[src/rtl/spa_pkg.sv]
// Shared types and constants for the shortest-path edge entry front-end.
package spa_pkg;

    localparam int SPA_DATA_W = 4;

    typedef enum logic [1:0] {
        WAIT_SRC  = 2'd0,
        WAIT_DST  = 2'd1,
        WAIT_COST = 2'd2,
        PUSH      = 2'd3
    } entry_state_t;

    localparam logic [1:0] ERR_NONE       = 2'd0;
    localparam logic [1:0] ERR_BAD_VERTEX = 2'd1;
    localparam logic [1:0] ERR_SELF_LOOP  = 2'd2;
    localparam logic [1:0] ERR_SEQUENCE   = 2'd3;

    typedef struct packed {
        logic [SPA_DATA_W-1:0] src;
        logic [SPA_DATA_W-1:0] dst;
        logic [SPA_DATA_W-1:0] cost;
    } edge_rec_t;

    // Vertex ids are 1-based; zero and anything above the vertex count is illegal.
    function automatic logic vertex_ok(input logic [SPA_DATA_W-1:0] v, input int unsigned n);
        return (v != {SPA_DATA_W{1'b0}}) && (32'(v) <= n);
    endfunction

endpackage

[src/rtl/spa_button_conditioner.sv]
// Raw button to single-cycle press: 2-FF synchroniser, debounce, one-shot with rearm.
module spa_button_conditioner #(
    parameter int DEBOUNCE_CYCLES = 4
) (
    input  logic clock,
    input  logic reset,
    input  logic button,
    output logic press
);

    localparam int CW = $clog2(DEBOUNCE_CYCLES + 1);
    localparam logic [CW-1:0] CNT_MAX = CW'(DEBOUNCE_CYCLES);

    logic          sync1_r;
    logic          sync2_r;
    logic [CW-1:0] hi_cnt_r;
    logic [CW-1:0] lo_cnt_r;
    logic          latched_r;
    logic          press_r;

    // Synchronise, count stable cycles per level, fire once and wait for a stable release.
    always_ff @(posedge clock or negedge reset) begin
        if (!reset) begin
            sync1_r   <= 1'b0;
            sync2_r   <= 1'b0;
            hi_cnt_r  <= '0;
            lo_cnt_r  <= '0;
            latched_r <= 1'b0;
            press_r   <= 1'b0;
        end else begin
            sync1_r <= button;
            sync2_r <= sync1_r;
            if (sync2_r) begin
                lo_cnt_r <= '0;
                if (hi_cnt_r != CNT_MAX) begin
                    hi_cnt_r <= hi_cnt_r + CW'(1);
                end
            end else begin
                hi_cnt_r <= '0;
                if (lo_cnt_r != CNT_MAX) begin
                    lo_cnt_r <= lo_cnt_r + CW'(1);
                end
            end
            press_r <= !latched_r && (hi_cnt_r == CNT_MAX);
            if (!latched_r && (hi_cnt_r == CNT_MAX)) begin
                latched_r <= 1'b1;
            end else if (latched_r && (lo_cnt_r == CNT_MAX)) begin
                latched_r <= 1'b0;
            end
        end
    end

    assign press = press_r;

endmodule

[src/rtl/spa_edge_entry.sv]
// Switch/button edge entry: validates (src, dst, cost) triplets and queues them for the solver.
module spa_edge_entry
    import spa_pkg::*;
#(
    parameter int NUM_VERTICES    = 4,
    parameter int DATA_W          = SPA_DATA_W,
    parameter int DEBOUNCE_CYCLES = 4,
    parameter int FIFO_DEPTH      = 4
) (
    input  logic                          clock,
    input  logic                          reset,
    input  logic                          in0,
    input  logic                          in1,
    input  logic                          in2,
    input  logic                          in3,
    input  logic                          run_source,
    input  logic                          run_dest,
    input  logic                          run_cost,
    output logic                          edge_valid,
    input  logic                          edge_ready,
    output logic [DATA_W-1:0]             edge_src,
    output logic [DATA_W-1:0]             edge_dst,
    output logic [DATA_W-1:0]             edge_cost,
    output logic                          err_pulse,
    output logic [1:0]                    err_code,
    output logic [1:0]                    entry_state,
    output logic [$clog2(FIFO_DEPTH):0]   fifo_count
);

    localparam int AW = $clog2(FIFO_DEPTH);
    localparam logic [AW:0] FULL_CNT = (AW + 1)'(FIFO_DEPTH);

    logic [DATA_W-1:0] sw1_r, sw2_r;
    logic              press_src_s, press_dst_s, press_cost_s;
    entry_state_t      state_r, state_nx_s;
    logic [DATA_W-1:0] src_r, dst_r, cost_r, src_nx_s, dst_nx_s, cost_nx_s;
    logic              seq_err_s, val_err_s, push_s, pop_s;
    logic [1:0]        val_code_s;
    logic              err_pulse_r;
    logic [1:0]        err_code_r;
    edge_rec_t         mem_r [FIFO_DEPTH];
    logic [AW-1:0]     wr_ptr_r, rd_ptr_r;
    logic [AW:0]       count_r;
    edge_rec_t         head_s;

    // Two-stage synchroniser for the value switches.
    always_ff @(posedge clock or negedge reset) begin
        if (!reset) begin
            sw1_r <= '0;
            sw2_r <= '0;
        end else begin
            sw1_r <= {in3, in2, in1, in0};
            sw2_r <= sw1_r;
        end
    end

    spa_button_conditioner #(.DEBOUNCE_CYCLES(DEBOUNCE_CYCLES)) u_src (
        .clock(clock), .reset(reset), .button(run_source), .press(press_src_s));
    spa_button_conditioner #(.DEBOUNCE_CYCLES(DEBOUNCE_CYCLES)) u_dst (
        .clock(clock), .reset(reset), .button(run_dest), .press(press_dst_s));
    spa_button_conditioner #(.DEBOUNCE_CYCLES(DEBOUNCE_CYCLES)) u_cost (
        .clock(clock), .reset(reset), .button(run_cost), .press(press_cost_s));

    // Entry sequencing: act on the expected press only; any other press is a sequence error.
    always_comb begin
        state_nx_s = state_r;
        src_nx_s   = src_r;
        dst_nx_s   = dst_r;
        cost_nx_s  = cost_r;
        val_err_s  = 1'b0;
        val_code_s = ERR_NONE;
        push_s     = 1'b0;
        seq_err_s  = 1'b0;
        case (state_r)
            WAIT_SRC: begin
                seq_err_s = press_dst_s | press_cost_s;
                if (press_src_s) begin
                    if (vertex_ok(sw2_r, NUM_VERTICES)) begin
                        src_nx_s   = sw2_r;
                        state_nx_s = WAIT_DST;
                    end else begin
                        val_err_s  = 1'b1;
                        val_code_s = ERR_BAD_VERTEX;
                    end
                end else begin
                    state_nx_s = state_r;
                end
            end
            WAIT_DST: begin
                seq_err_s = press_src_s | press_cost_s;
                if (press_dst_s) begin
                    if (!vertex_ok(sw2_r, NUM_VERTICES)) begin
                        val_err_s  = 1'b1;
                        val_code_s = ERR_BAD_VERTEX;
                    end else if (sw2_r == src_r) begin
                        val_err_s  = 1'b1;
                        val_code_s = ERR_SELF_LOOP;
                    end else begin
                        dst_nx_s   = sw2_r;
                        state_nx_s = WAIT_COST;
                    end
                end else begin
                    state_nx_s = state_r;
                end
            end
            WAIT_COST: begin
                seq_err_s = press_src_s | press_dst_s;
                if (press_cost_s) begin
                    cost_nx_s  = sw2_r;
                    state_nx_s = PUSH;
                end else begin
                    state_nx_s = state_r;
                end
            end
            PUSH: begin
                seq_err_s = press_src_s | press_dst_s | press_cost_s;
                if (count_r < FULL_CNT) begin
                    push_s     = 1'b1;
                    state_nx_s = WAIT_SRC;
                end else begin
                    state_nx_s = state_r;
                end
            end
            default: begin
                state_nx_s = WAIT_SRC;
            end
        endcase
    end

    // FSM, triplet latches and error reporting; SEQUENCE outranks value errors.
    always_ff @(posedge clock or negedge reset) begin
        if (!reset) begin
            state_r     <= WAIT_SRC;
            src_r       <= '0;
            dst_r       <= '0;
            cost_r      <= '0;
            err_pulse_r <= 1'b0;
            err_code_r  <= ERR_NONE;
        end else begin
            state_r     <= state_nx_s;
            src_r       <= src_nx_s;
            dst_r       <= dst_nx_s;
            cost_r      <= cost_nx_s;
            err_pulse_r <= seq_err_s | val_err_s;
            if (seq_err_s) begin
                err_code_r <= ERR_SEQUENCE;
            end else if (val_err_s) begin
                err_code_r <= val_code_s;
            end
        end
    end

    assign pop_s = (count_r != '0) && edge_ready;

    // First-word-fall-through FIFO; full is judged on the registered count only.
    always_ff @(posedge clock or negedge reset) begin
        if (!reset) begin
            for (int i = 0; i < FIFO_DEPTH; i++) begin
                mem_r[i] <= '0;
            end
            wr_ptr_r <= '0;
            rd_ptr_r <= '0;
            count_r  <= '0;
        end else begin
            if (push_s) begin
                mem_r[wr_ptr_r] <= '{src: src_r, dst: dst_r, cost: cost_r};
                wr_ptr_r        <= wr_ptr_r + AW'(1);
            end
            if (pop_s) begin
                rd_ptr_r <= rd_ptr_r + AW'(1);
            end
            case ({push_s, pop_s})
                2'b10:   count_r <= count_r + (AW + 1)'(1);
                2'b01:   count_r <= count_r - (AW + 1)'(1);
                default: count_r <= count_r;
            endcase
        end
    end

    assign head_s      = mem_r[rd_ptr_r];
    assign edge_valid  = (count_r != '0);
    assign edge_src    = head_s.src;
    assign edge_dst    = head_s.dst;
    assign edge_cost   = head_s.cost;
    assign err_pulse   = err_pulse_r;
    assign err_code    = err_code_r;
    assign entry_state = state_r;
    assign fifo_count  = count_r;

endmodule

[config.mk]
export PLATFORM = sky130hd
export DESIGN_NAME = spa_edge_entry
export DESIGN_NICKNAME = d
export VERILOG_FILES = /design/src/rtl/spa_pkg.sv /design/src/rtl/spa_button_conditioner.sv /design/src/rtl/spa_edge_entry.sv
export SDC_FILE = /design/constraint.sdc
export NUM_CORES = 1
export LEC_CHECK = 0
export ABC_CLOCK_PERIOD_IN_PS = 2380
export BUFFER_PORTS_ARGS = -buffer_cell sky130_fd_sc_hd__buf_4
export CAP_MARGIN = 10
export CORE_MARGIN = 2
export CORE_UTILIZATION = 45
export DETAILED_ROUTE_END_ITERATION = 7
export GPL_TIMING_DRIVEN = 0
export PLACE_DENSITY = 0.62
export RECOVER_POWER = 50
export SETUP_SLACK_MARGIN = 0.4
export SYNTH_ARGS = -nofsm -noshare
export SYNTH_HDL_FRONTEND = slang
export SYNTH_SLANG_ARGS = --single-unit
[constraint.sdc]
create_clock -name clock -period 2.38 [get_ports clock]
set_clock_uncertainty 0.1 [all_clocks]
set_input_delay 0.238 -clock clock [delete_from_list [all_inputs] [get_ports clock]]
set_output_delay 0.238 -clock clock [all_outputs]
set_load 0.1 [all_outputs]
## After elaboration in Yosys (flattened, before gate mapping)

Index checks and enable logic that the tools add are counted.

| storage, ports and cells | value |
|---|---|
| flip-flop bits (word level) | 110 |
| input bits | 10 |
| output and inout port bits | 21 |
| word-level logic and storage cells | 169 |

| operators by class | value |
|---|---|
| $add $sub $neg | 10 |
| magnitude comparators | 5 |
| equal/unequal tests | 28 |
| muxes and demuxes | 50 |
| bitwise operators | 8 |
| reduce and logical (&&, ||, !) cells | 27 |

Operators by type and width:

| operator | number |
|---|---|
| 48-bit bitwise mux | 1 |
| 12-bit 2-to-1 mux | 3 |
| 3-bit 2-to-1 mux | 12 |
| 12-bit binary-select mux with 2-bit select | 1 |
| 12-bit demux with 2-bit select | 1 |
| 2-bit 2-to-1 mux | 12 |
| 3-bit by 1-bit adder with 3-bit output (second input constant) | 7 |
| 3-bit == test (second input constant) | 6 |
| 3-bit != test (second input constant) | 6 |
| 2-bit nonzero test | 8 |
| 1-bit 2-to-1 mux | 15 |
| 2-bit != test (second input constant) | 7 |
| 1-bit logical AND | 9 |
| 2-bit case mux with 4 select lines | 1 |
| 7-bit AND reduction | 1 |
| 2-bit == test (second input constant) | 3 |
| 3-bit >= comparator (second input constant) | 2 |
| 2-bit by 1-bit != test with 1-bit output (second input constant) | 3 |
| 2-bit inverter with 3-bit output | 2 |
| 3-bit case mux with 2 select lines | 1 |
| 1-bit bitwise OR | 5 |
| 2-bit by 1-bit adder with 2-bit output (second input constant) | 2 |
| 2-bit by 1-bit == test with 1-bit output (second input constant) | 2 |
| 4-bit == test | 1 |
| other kinds (15) | 17 |

## Longest topological paths before layout

Gate-level depths: netlist of the first run.

| logic depth | value |
|---|---|
| depth in word-level cells | 7 |
| mapped depth | 10 |
| gate-level depth less buffers | 9 |

## By module

From an unflattened synthesis of the first run, not the netlist that was laid out.

| second synthesis, totals | value |
|---|---|
| cell total of the unflattened synthesis | 353 |
| area total of the unflattened synthesis | 4885.9 µm² |

By module, submodules not included:

| module | instances | cells an instance | area an instance (µm²) | seq. area each (µm²) |
|---|---|---|---|---|
| spa_edge_entry | 1 | 233 | 3542.1 | 2001.9 |
| spa_button_conditioner | 3 | 40 | 447.9 | 250.2 |

## Least setup slack after synthesis of the first run

Ideal clock, no wire load.

| path | value |
|---|---|
| path kind | reg-to-reg |
| start | reg count_r[2] (netlist: fifo_count[2]) |
| end | reg count_r[2] (netlist: fifo_count[2]) |
| setup time | 0.163 ns |
| data arrival time | 2.970 ns |
| data required time | 2.117 ns |
| setup slack | -0.853 ns |
| stages on the path, launching flop included | 9 |
| buffers on the path | 0 |
| period minus slack after synthesis | 3.233 ns |
| path through | dfrtp_1 -> or3_1 -> and2_1 -> ha_1 -> inv_1 -> fa_1 -> xor2_1 -> nor2_1 -> xor2_1 |

| between the ends | value |
|---|---|
| elaborated cells on any way between the ends | 11 |
| classes of those cells | 2 x add/sub; 1 x order compare; 2 x eq/ne; 3 x mux; 3 x reduce/logical |

RTL lines:

| item | line | source |
|---|---|---|
| start, declared | spa_edge_entry.sv:43 | `logic [AW:0] count_r;` |
| start signal, assigned | spa_edge_entry.sv:173 | `2'b10: count_r <= count_r + (AW + 1)'(1);` |
| start signal, assigned | spa_edge_entry.sv:174 | `2'b01: count_r <= count_r - (AW + 1)'(1);` |
| start signal, assigned | spa_edge_entry.sv:175 | `default: count_r <= count_r;` |
| 3-bit nonzero test * | -- |  |
| net edge_valid | spa_edge_entry.sv:19 | `output logic edge_valid,` |
| 1-bit logical AND * | spa_edge_entry.sv:153 | `assign pop_s = (count_r != '0) && edge_ready;` |
| net pop_s | spa_edge_entry.sv:37 | `logic seq_err_s, val_err_s, push_s, pop_s;` |
| 2-bit by 1-bit == test with 1-bit output / 2-bit == test (equally long branches) | spa_edge_entry.sv:172 | `case ({push_s, pop_s})` |
| 3-bit case mux with 2 select lines / 2-bit nonzero test (equally long branches) | -- |  |

The timed path passes the listed nets; every way through them passes the cells marked *.
A chain may end at the register's enable or synchronous reset.

## Worst setup path after layout of the first run

| path | value |
|---|---|
| start | reg rd_ptr_r[0] |
| end | out edge_src[2] |

| between the ends | value |
|---|---|
| word-level cells in the longest chain between the ends | 4 |

RTL lines:

| item | line | source |
|---|---|---|
| start, declared | spa_edge_entry.sv:42 | `logic [AW-1:0] wr_ptr_r, rd_ptr_r;` |
| start signal, assigned | spa_edge_entry.sv:170 | `rd_ptr_r <= rd_ptr_r + AW'(1);` |
| 2-bit inverter with 3-bit output (not written as such) | spa_edge_entry.sv:180 | `assign head_s = mem_r[rd_ptr_r];` |
| 12-bit binary-select mux with 2-bit select | spa_edge_entry.sv:180 |  |
| 12-bit 2-to-1 mux (not written as such) (2 in a row) | spa_edge_entry.sv:180 |  |
| end, declared | spa_edge_entry.sv:21 | `output logic [DATA_W-1:0] edge_src,` |

No other way between the ends. The select of a mux whose other input is x is not followed.

==> results of run 1 <==
stage by stage:
step                std cells  total power [W]
finish                    564          0.00675
global route              564          0.00712
CTS                       557          0.00670
detailed placement        517          0.00509
global placement          516          0.00501
floorplan                 350          0.00452
report_power, final:
group | internal (W) | leakage, nW | switching (W)
sequential | 0.00229 | 1.44 | 0.000289
combinational | 0.00123 | 1.33 | 0.00172
clock | 0.000597 | 0.110 | 0.000625
total | 0.00411 | 2.88 | 0.00264
registers in the layout, indices dropped and copies added (netlist names), 4 cells and up:
signal  cells
sw2_r       4
dst_r       4
cost_r      4
src_r       4
sw1_r       4
mem_r      48
cell type report:
type	count	area [µm²]
timing repair buffer	63	597
fill	866	4330
sequential	110	2770
clock buffer	9	124
multi-input combinational	206	1980
tap	136	170
clock inverter	6	95.1
inverter	26	100
buffer	8	109
tightest hold or removal path: stages:
cell and delay [ps]:
buf_4 80, and2_4 160, xor2_1 60
Yosys cell counts (4+ instances only):
library cell | n | share of area
o21ai_0 | 11 | 0.012
and2_1 | 4 | 0.0053
a31oi_1 | 4 | 0.0053
xnor2_1 | 9 | 0.017
clkbuf_1 | 6 | 0.0047
inv_1 | 26 | 0.021
mux2_2 | 56 | 0.13
ha_1 | 21 | 0.055
nor2_1 | 15 | 0.012
xor2_1 | 7 | 0.013
nor3_1 | 4 | 0.0042
a21oi_1 | 6 | 0.0063
mux4_2 | 12 | 0.057
dfrtp_1 | 110 | 0.58
a21boi_0 | 4 | 0.0063
nand2_1 | 26 | 0.021
nand3_1 | 8 | 0.0084
timing repair:
item                                    in CTS  in global routing
resized for setup                           39                 22
cloned                                       5                  0
hold endpoints to repair                    51                  0
endpoints found under the setup margin      57                 55
hold buffers                                 8                  0
buffers inserted                            12                  7
pin swaps                                    8                  6
layer usage:
layer / track usage / share of wire / vias up / routed length, µm
met4: 0.0390 / 0.0064 / 0 / 57
met2: 0.297 / 0.52 / 27 / 4600
met1: 0.210 / 0.44 / 1454 / 3940
met5: 0 / 0 / - / 0
li1: - / - / 1349 / -
met3: 0.0492 / 0.030 / 4 / 266
worst max-delay path by stage:
stage,from,end,slack (ps),cells past startpoint
2_1_floorplan,fifo_count[2],fifo_count[2],30,8
3_3_place_gp,entry_state[0],fifo_count[2],120,10
3_5_place_dp,entry_state[0],fifo_count[2],100,10
4_1_cts,rd_ptr_r[0],edge_src[0],280,4
5_1_grt,rd_ptr_r[0],edge_src[0],230,4
6_report,rd_ptr_r[0],edge_src[2],290,4
cells in the final DEF, fill, tap and decap left out, types with 6 or more instances in the layout:
| master | Yosys | routed |
|---|---|---|
| buf_6 | 0 | 13 |
| xor2_1 | 7 | 6 |
| nand2_1 | 26 | 22 |
| nor2_1 | 15 | 14 |
| xnor2_1 | 9 | 9 |
| mux4_2 | 12 | 12 |
| a21oi_1 | 6 | 6 |
| nand3_1 | 8 | 8 |
| mux2_2 | 56 | 55 |
| dfrtp_1 | 110 | 103 |
| buf_4 | 0 | 30 |
| ha_1 | 21 | 17 |
| dlygate4sd3_1 | 0 | 8 |
| clkbuf_8 | 0 | 13 |
| o21ai_0 | 11 | 7 |
| clkbuf_4 | 0 | 8 |
| inv_1 | 26 | 23 |
logic make-up after synthesis:
family	after synthesis	synth area share
flip-flops	110	0.580
multiplexers	72	0.199
adder cells (fa/ha/maj)	22	0.0596
XOR/XNOR	16	0.0296
AND/OR/NAND/NOR	65	0.0636
AO/OA/AOI/OAI	31	0.0404
buffers and inverters	34	0.0272
==> flow_metrics.env, run 1 <==
export IMPL_status="completed"
export IMPL_num_rows=37
export IMPL_async_flop_share=1.00
export IMPL_area_delta_synth_final_pct=25.4
export IMPL_powerDensity_nw_per_um2=1140
export IMPL_cts_root_buf="clkbuf_8"
export IMPL_cts_sinks=110
export IMPL_drc_errors=0
export IMPL_clk_pin_slew_worst_paths_ps=100
export IMPL_grt_pass1_wl_um=14700
export IMPL_hold_class="primary input to flop"
export IMPL_via_count=2834
export IMPL_synth_ff_type="dfrtp_1"
export IMPL_dr_pass1_iters=4
export IMPL_ff2ff_path_depth=8
export IMPL_period_needed_ps=2090
export IMPL_initial_core_util=0.461
export IMPL_syn_avg_cell_area_um2=13.5
export IMPL_die_h_um=107
export IMPL_tns_ps=0
export IMPL_crit_family="multiplexers"
export IMPL_avgViaCountPerCell=5.02
export IMPL_antenna_found_initial=0
export IMPL_rsz0062_at_grt="true"
export IMPL_grt_max_degree=67
export IMPL_crit_fanout=4
export IMPL_timing_final_ws_setup_ps=294
export IMPL_drv_slew=0
export IMPL_worst_slew_pin_slew_ps=1160
export IMPL_hold_end="rd_ptr_r[0]"
export IMPL_drive_gt1_frac=0.411
export IMPL_coreArea_um2=10300
export IMPL_clk_path_buf_depth=2
export IMPL_htree_levels=3
export IMPL_required_ps=2040
export IMPL_clock_latency_ps=360
export IMPL_holdPathStages=3
export IMPL_worstPathCellList="buf_8 > buf_4 > mux4_2 > buf_6"
export IMPL_max_stage_delay_ps=520
export IMPL_dieWidth_um=107
export IMPL_p_leak_nw=2.88
export IMPL_drv_cap=0
export IMPL_holdWs_ps=119
export IMPL_crit_slowest_cell="mux4_2"
export IMPL_rr_startpoint="fifo_count[2]"
export IMPL_synthesis_area_um2=4740
export IMPL_synth_edff_count=0
export IMPL_insertedDiodeCount=0
export IMPL_grt_overflow=0
export IMPL_max_freq_mhz=479
export IMPL_nNetsFinal=456
export IMPL_place_area_um2=5260
export IMPL_design_area_um2=5950
export IMPL_relSlewSlack=0.231
export IMPL_synth_seq_cells=110
export IMPL_grt_pass1_vias=2940
export IMPL_final_hold_viol_count=0
export IMPL_grt_usage=0.170
export IMPL_io_buffers=30
export IMPL_final_util=0.579
export IMPL_drt_initial_drc_count=91
export IMPL_synthCells=350
export IMPL_dp_hpwl_um=5670
export IMPL_worstReg2RegEnd="fifo_count[2]"
export IMPL_pre_cts_ws_ps=104
export IMPL_yosysSeqAreaShare=0.580
export IMPL_avgRoutedWirePerCell_um=15.7
export IMPL_cts_tree="done"
export IMPL_ys_types=33
export IMPL_postRouteAntennaNets=0
export IMPL_syn_nets=382
export IMPL_place_gp_congestion=0.733
export IMPL_cp_end_kind="primary output"
export IMPL_ys_warn_count=0
export IMPL_hp_start="edge_ready"
export IMPL_min_period_over_period=0.876
export IMPL_ir_drop_v=0.000584
export IMPL_io_pins=31
export IMPL_cts_buffers=9
export IMPL_path_buf_inv=3
export IMPL_totalWireLength_um=8860
export IMPL_setup_viol=0
export IMPL_die_area_um2=11400
export IMPL_reg2reg_slack_ps=360
export IMPL_path_class="flop to primary output"
export IMPL_critPathLaunchType="flop"
export IMPL_arrival_ps=1750
(Power assumes the default switching activity.)
==> run 2: changes to the inputs <==
--- a/config.mk
+++ b/config.mk
@@ -17,4 +17,5 @@
 export SETUP_SLACK_MARGIN = 0.4
 export SYNTH_ARGS = -nofsm -noshare
 export SYNTH_HDL_FRONTEND = slang
+export SYNTH_HIERARCHICAL = 1
 export SYNTH_SLANG_ARGS = --single-unit
==> flow_metrics.env, run 2 <==
export IMPL_tns_ps=0
export IMPL_final_common_cell="dfrtp_1"
export IMPL_antenna_found_initial=0
export IMPL_final_hold_viol_count=0
export IMPL_grt_usage=0.171
export IMPL_io_pins=31
export IMPL_place_gp_congestion=0.715
export IMPL_path_class="flop to flop"
export IMPL_switching_share=0.389
export IMPL_insertedDiodeCount=0
export IMPL_synth_commonest_cells="110 x dfrtp_1, 56 x mux2_2, 25 x inv_1, 21 x ha_1, 16 x nand2_1"
export IMPL_yosys_area_share_simple=0.0786
export IMPL_grt_pass1_vias=3007
export IMPL_synth_area_leaders="dfrtp_1 56%, mux2_2 13%, mux4_2 5.5%"
export IMPL_drv_slew=0
export IMPL_dp_hpwl_um=5820
export IMPL_ir_drop_v=0.000651
export IMPL_nNetsFinal=457
export IMPL_cp_end_kind="flop"
export IMPL_powerDensity_nw_per_um2=1060
export IMPL_synthCells=353
export IMPL_crit_slowest_cell="dfrtp_4"
export IMPL_hold_class="flop to flop"
export IMPL_htree_levels=3
export IMPL_async_flop_share=1.00
export IMPL_ys_types=42
export IMPL_totalWireLength_um=9100
export IMPL_clock_latency_ps=370
export IMPL_p_int_w=0.00393
export IMPL_ff2ff_path_depth=7
export IMPL_cts_root_buf="clkbuf_8"
export IMPL_via_count=2958
export IMPL_p_leak_nw=2.91
export IMPL_top_register="mem_r"
export IMPL_yosysSeqAreaShare=0.563
export IMPL_clk_path_buf_depth=2
export IMPL_period_needed_ps=2150
export IMPL_synth_most_common_cell="dfrtp_1"
export IMPL_holdWs_ps=256
export IMPL_synthAdderAreaFrac=0.0579
export IMPL_io_buffers=30
export IMPL_arrival_ps=2300
export IMPL_grt_overflow=0
export IMPL_synth_top_area_frac=0.563
export IMPL_ys_warn_count=6
export IMPL_crit_fanout=7
export IMPL_relSlewSlack=0.200
export IMPL_die_h_um=108
export IMPL_cts_buffers=9
export IMPL_synth_ff_type="dfrtp_1"
export IMPL_comb_power_share=0.435
export IMPL_synth_edff_count=0
export IMPL_status="completed"
export IMPL_worstPathCellList="buf_4 > nor2b_4 > clkbuf_8 > clkbuf_1 > nand2_4 > buf_6 > mux2_2"
export IMPL_largest_register_ffs=48
export IMPL_synth_compound_area_frac=0.0579
export IMPL_synth_xor_area_share=0.0179
export IMPL_cts_tree="done"
export IMPL_dieWidth_um=108
export IMPL_initial_core_util=0.457
export IMPL_drt_initial_drc_count=90
export IMPL_worst_slew_pin_slew_ps=1210
export IMPL_setup_viol=0
export IMPL_num_rows=38
export IMPL_synthesis_area_um2=4890
export IMPL_avgViaCountPerCell=5.19
export IMPL_clk_pin_slew_worst_paths_ps=100
export IMPL_min_period_over_period=0.903
export IMPL_coreArea_um2=10700
export IMPL_required_ps=2530
export IMPL_seqPwrFrac=0.386
export IMPL_cts_sinks=110
export IMPL_max_freq_mhz=466
export IMPL_drv_cap=0
export IMPL_fillers=897
export IMPL_rsz0062_at_grt="true"
export IMPL_grt_pass1_wl_um=15200
export IMPL_area_delta_synth_final_pct=23.5
export IMPL_power_frac_clock=0.179
export IMPL_drive_gt1_frac=0.421
export IMPL_syn_avg_cell_area_um2=13.8
export IMPL_critPathLaunchType="flop"
export IMPL_drc_errors=0
export IMPL_final_cell_mix="102 x dfrtp_1, 55 x mux2_2, 22 x buf_4, 21 x inv_1, 19 x buf_6"
export IMPL_synth_top_family_by_area="multiplexers"
export IMPL_holdPathStages=0
export IMPL_synth_top_cell_by_area="dfrtp_1"
export IMPL_synth_seq_cells=110
export IMPL_max_stage_delay_ps=480
export IMPL_switchingPower_w=0.00250
export IMPL_postRouteAntennaNets=0
export IMPL_syn_nets=385
export IMPL_die_area_um2=11700
export IMPL_grt_max_degree=70
export IMPL_dr_pass1_iters=4
export IMPL_avgRoutedWirePerCell_um=16.0
export IMPL_synthMuxAreaShare=0.198
## run 2: cell type report
cell class / instances / area, µm² / share of cell area
Sequential cell: 110 / 2780 / 0.460
Buffer: 8 / 101 / 0.0168
Multi-Input combinational cell: 210 / 2100 / 0.348
Tap cell: 140 / 175 / 0.0290
Clock inverter: 4 / 55.1 / 0.00912
Timing Repair Buffer: 61 / 573 / 0.0949
Clock buffer: 12 / 155 / 0.0257
Inverter: 25 / 101 / 0.0168
## run 2: cells by family after synthesis
logic type               Yosys count
AO/OA/AOI/OAI                     40
flip-flops                       110
buffers and inverters             33
XOR/XNOR                          10
AND/OR/NAND/NOR                   65
adder cells (fa/ha/maj)           22
multiplexers                      73
## run 2: worst paths after layout
check	slack, ps	end	from
hold reg to reg	260	sw2_r[2]	sw1_r[2]
hold / removal	260	sw2_r[2]	sw1_r[2]
min in group asynchronous	430	mem_r[37]	reset
setup / recovery	230	mem_r[40]	fifo_count[2]
max in group asynchronous	550	sw2_r[1]	reset
setup reg to reg	230	mem_r[40]	fifo_count[2]
## run 2: per-stage QoR
stage               total power, W  area [µm²]  worst slack [ps]  utilization  instances
CTS                        0.00645        6000               251        0.561        565
floorplan                  0.00438        5000              31.2            -        353
detailed placement         0.00492        5420               125        0.506        524
finish                     0.00643        6040               232        0.564        570
global placement           0.00484        5400               141        0.504        523
global route               0.00679        6040               123        0.564        570
## run 2: power by group through the flow
stage / Clock (W) / Sequential (W) / Combinational [W]
CTS: 0.00120 / 0.00249 / 0.00277
detailed placement: 0 / 0.00256 / 0.00236
finish: 0.00115 / 0.00248 / 0.00279
global placement: 0 / 0.00254 / 0.00230
global route: 0.00127 / 0.00253 / 0.00299
floorplan: 0 / 0.00293 / 0.00145
## run 2: routing by layer
layer  global-route usage  up-vias  part of all wire
met5                    0        -                 0
met4               0.0495        0             0.017
met3               0.0428       13             0.040
met2                0.285       52              0.50
met1                0.224     1503              0.44
li1                     -     1390                 -
## run 2: worst max-delay path, delay by kind of cell (launching register included)
kind,cells,cell delay [ps]
muxes,1,270
buffers and inverters,4,920
DFF,1,480
and+or+nand+nor,2,260
## run 2: repair_timing
item / CTS / global route
setup buffers: 12 / 5
gates resized for setup: 46 / 15
hold endpoints to repair: 75 / 0
endpoints found under the setup margin: 58 / 41
pin swaps: 6 / 2
hold buffers: 8 / 0
gates cloned: 5 / 0
==> run 3: changes to the inputs <==
--- a/config.mk
+++ b/config.mk
@@ -12,6 +12,7 @@
 export CORE_UTILIZATION = 45
 export DETAILED_ROUTE_END_ITERATION = 7
 export GPL_TIMING_DRIVEN = 0
+export MAX_ROUTING_LAYER = met4
 export PLACE_DENSITY = 0.62
 export RECOVER_POWER = 50
 export SETUP_SLACK_MARGIN = 0.4
==> flow_metrics.env, run 3 (same netlist as run 2, synthesis figures left out) <==
export IMPL_status="completed"
export IMPL_final_util=0.564
export IMPL_clk_pin_slew_worst_paths_ps=100
export IMPL_drv_slew=0
export IMPL_tns_ps=0
export IMPL_drive_gt1_frac=0.421
export IMPL_max_stage_delay_ps=480
export IMPL_grt_pass1_wl_um=15200
export IMPL_final_cell_mix="102 x dfrtp_1, 55 x mux2_2, 22 x buf_4, 21 x inv_1, 19 x buf_6"
export IMPL_dr_pass1_iters=4
export IMPL_worst_slew_pin_slew_ps=1200
export IMPL_cts_root_buf="clkbuf_8"
export IMPL_grt_pass1_vias=3010
export IMPL_required_ps=2530
export IMPL_total_power_w=0.00643
export IMPL_place_area_um2=5420
export IMPL_largest_register_ffs=48
export IMPL_cp_end_kind="flop"
export IMPL_initial_core_util=0.457
export IMPL_drc_errors=0
export IMPL_min_period_over_period=0.903
export IMPL_clk_path_buf_depth=2
export IMPL_dp_hpwl_um=5820
export IMPL_crit_fanout=7
export IMPL_cts_buffers=9
export IMPL_nNetsFinal=457
export IMPL_design_area_um2=6040
export IMPL_busiest_layer="met2"
export IMPL_powerDensity_nw_per_um2=1060
export IMPL_path_class="flop to flop"
export IMPL_grtUsageMet3=0.0392
export IMPL_grt_overflow=0
export IMPL_hold_class="flop to flop"
export IMPL_dieWidth_um=108
export IMPL_arrival_ps=2300
export IMPL_setup_viol=0
export IMPL_drt_initial_drc_count=84
export IMPL_cts_sinks=110
export IMPL_insertedDiodeCount=0
export IMPL_coreArea_um2=10700
export IMPL_timing_final_ws_setup_ps=231
export IMPL_p_int_w=0.00393
export IMPL_area_delta_synth_final_pct=23.5
export IMPL_postRouteAntennaNets=0
export IMPL_ir_drop_v=0.000653
export IMPL_final_common_cell="dfrtp_1"
export IMPL_htree_levels=3
export IMPL_met1_usage=0.225
export IMPL_use_met2=0.287
export IMPL_io_pins=31
export IMPL_period_needed_ps=2150
export IMPL_pre_cts_ws_ps=125
export IMPL_switchingPower_w=0.00250
export IMPL_die_h_um=108
export IMPL_via_count=2948
export IMPL_avgRoutedWirePerCell_um=15.9
export IMPL_clock_latency_ps=370
export IMPL_relSlewSlack=0.204
export IMPL_grt_max_degree=70
export IMPL_cts_tree="done"
export IMPL_top_register="mem_r"
export IMPL_die_area_um2=11700
export IMPL_max_freq_mhz=465
export IMPL_p_leak_nw=2.91
export IMPL_drv_cap=0
export IMPL_seqPwrFrac=0.386
export IMPL_rsz0062_at_grt="true"
export IMPL_switching_share=0.389
export IMPL_critPathLaunchType="flop"
export IMPL_crit_slowest_cell="dfrtp_4"
export IMPL_antenna_found_initial=0
export IMPL_grt_usage=0.177
export IMPL_io_buffers=30
export IMPL_comb_power_share=0.435
export IMPL_power_frac_clock=0.179
export IMPL_final_hold_viol_count=0
export IMPL_totalWireLength_um=9080
export IMPL_worstPathCellList="buf_4 > nor2b_4 > clkbuf_8 > clkbuf_1 > nand2_4 > buf_6 > mux2_2"
export IMPL_avgViaCountPerCell=5.17
export IMPL_place_gp_congestion=0.724
export IMPL_num_rows=38
[run 3: cell counts in the layout (fill, tap and decap cells not counted)]
Identical to the previous run, type by type.
[run 3: repair_timing]
item	4_1_cts	5_1_grt
hold buffers	8	0
pin swaps	6	2
cloned	5	0
endpoints found under the setup margin	58	41
endpoints found under the hold margin	75	0
gates resized for setup	46	15
setup buffers	12	5
[run 3: path summary, 6_finish.rpt]
kind,start,endpoint,slack [ps],depth (start not counted)
min in group asynchronous,reset,wr_ptr_r[0],430,2
worst min register to register,sw1_r[2],sw2_r[2],250,0
worst min-delay path,sw1_r[2],sw2_r[2],250,0
worst max register to register,fifo_count[2],mem_r[38],230,7
max in group asynchronous,reset,sw2_r[1],550,3
worst max-delay path,fifo_count[2],mem_r[38],230,7
[run 3: metrics by stage]
step                hold slack, ps  cells
finish                         254    570
global route                   266    570
CTS                           91.6    565
detailed placement             235    524
global placement               234    523
floorplan                     -158    353
[run 3: area by class of cell]
cell class / instances / area, µm²
Fill cell: 897 / 4660
Sequential cell: 110 / 2780
Multi-Input combinational cell: 210 / 2100
Timing Repair Buffer: 61 / 573
Tap cell: 140 / 175
Clock buffer: 12 / 155
Buffer: 8 / 101
Inverter: 25 / 101
Clock inverter: 4 / 55.1
[run 3: power by group through the flow]
| stage | clock network, W | logic (W) | registers [W] |
|---|---|---|---|
| CTS | 0.00120 | 0.00277 | 0.00249 |
| global placement | 0 | 0.00230 | 0.00254 |
| detailed placement | 0 | 0.00236 | 0.00256 |
| global route | 0.00127 | 0.00298 | 0.00253 |
| finish | 0.00115 | 0.00279 | 0.00248 |
| floorplan | 0 | 0.00145 | 0.00293 |
[run 3: layer usage]
metal,vias up,share of wire
met3,13,0.036
met2,44,0.51
met5,-,0
met1,1499,0.44
met4,0,0.017
li1,1392,-
[run 3: worst max-delay path, delay by kind of cell, from the launching register on]
family        cells  cell delay, ps
buf+inv           4             920
flops             1             480
mux               1             270
simple gates      2             260
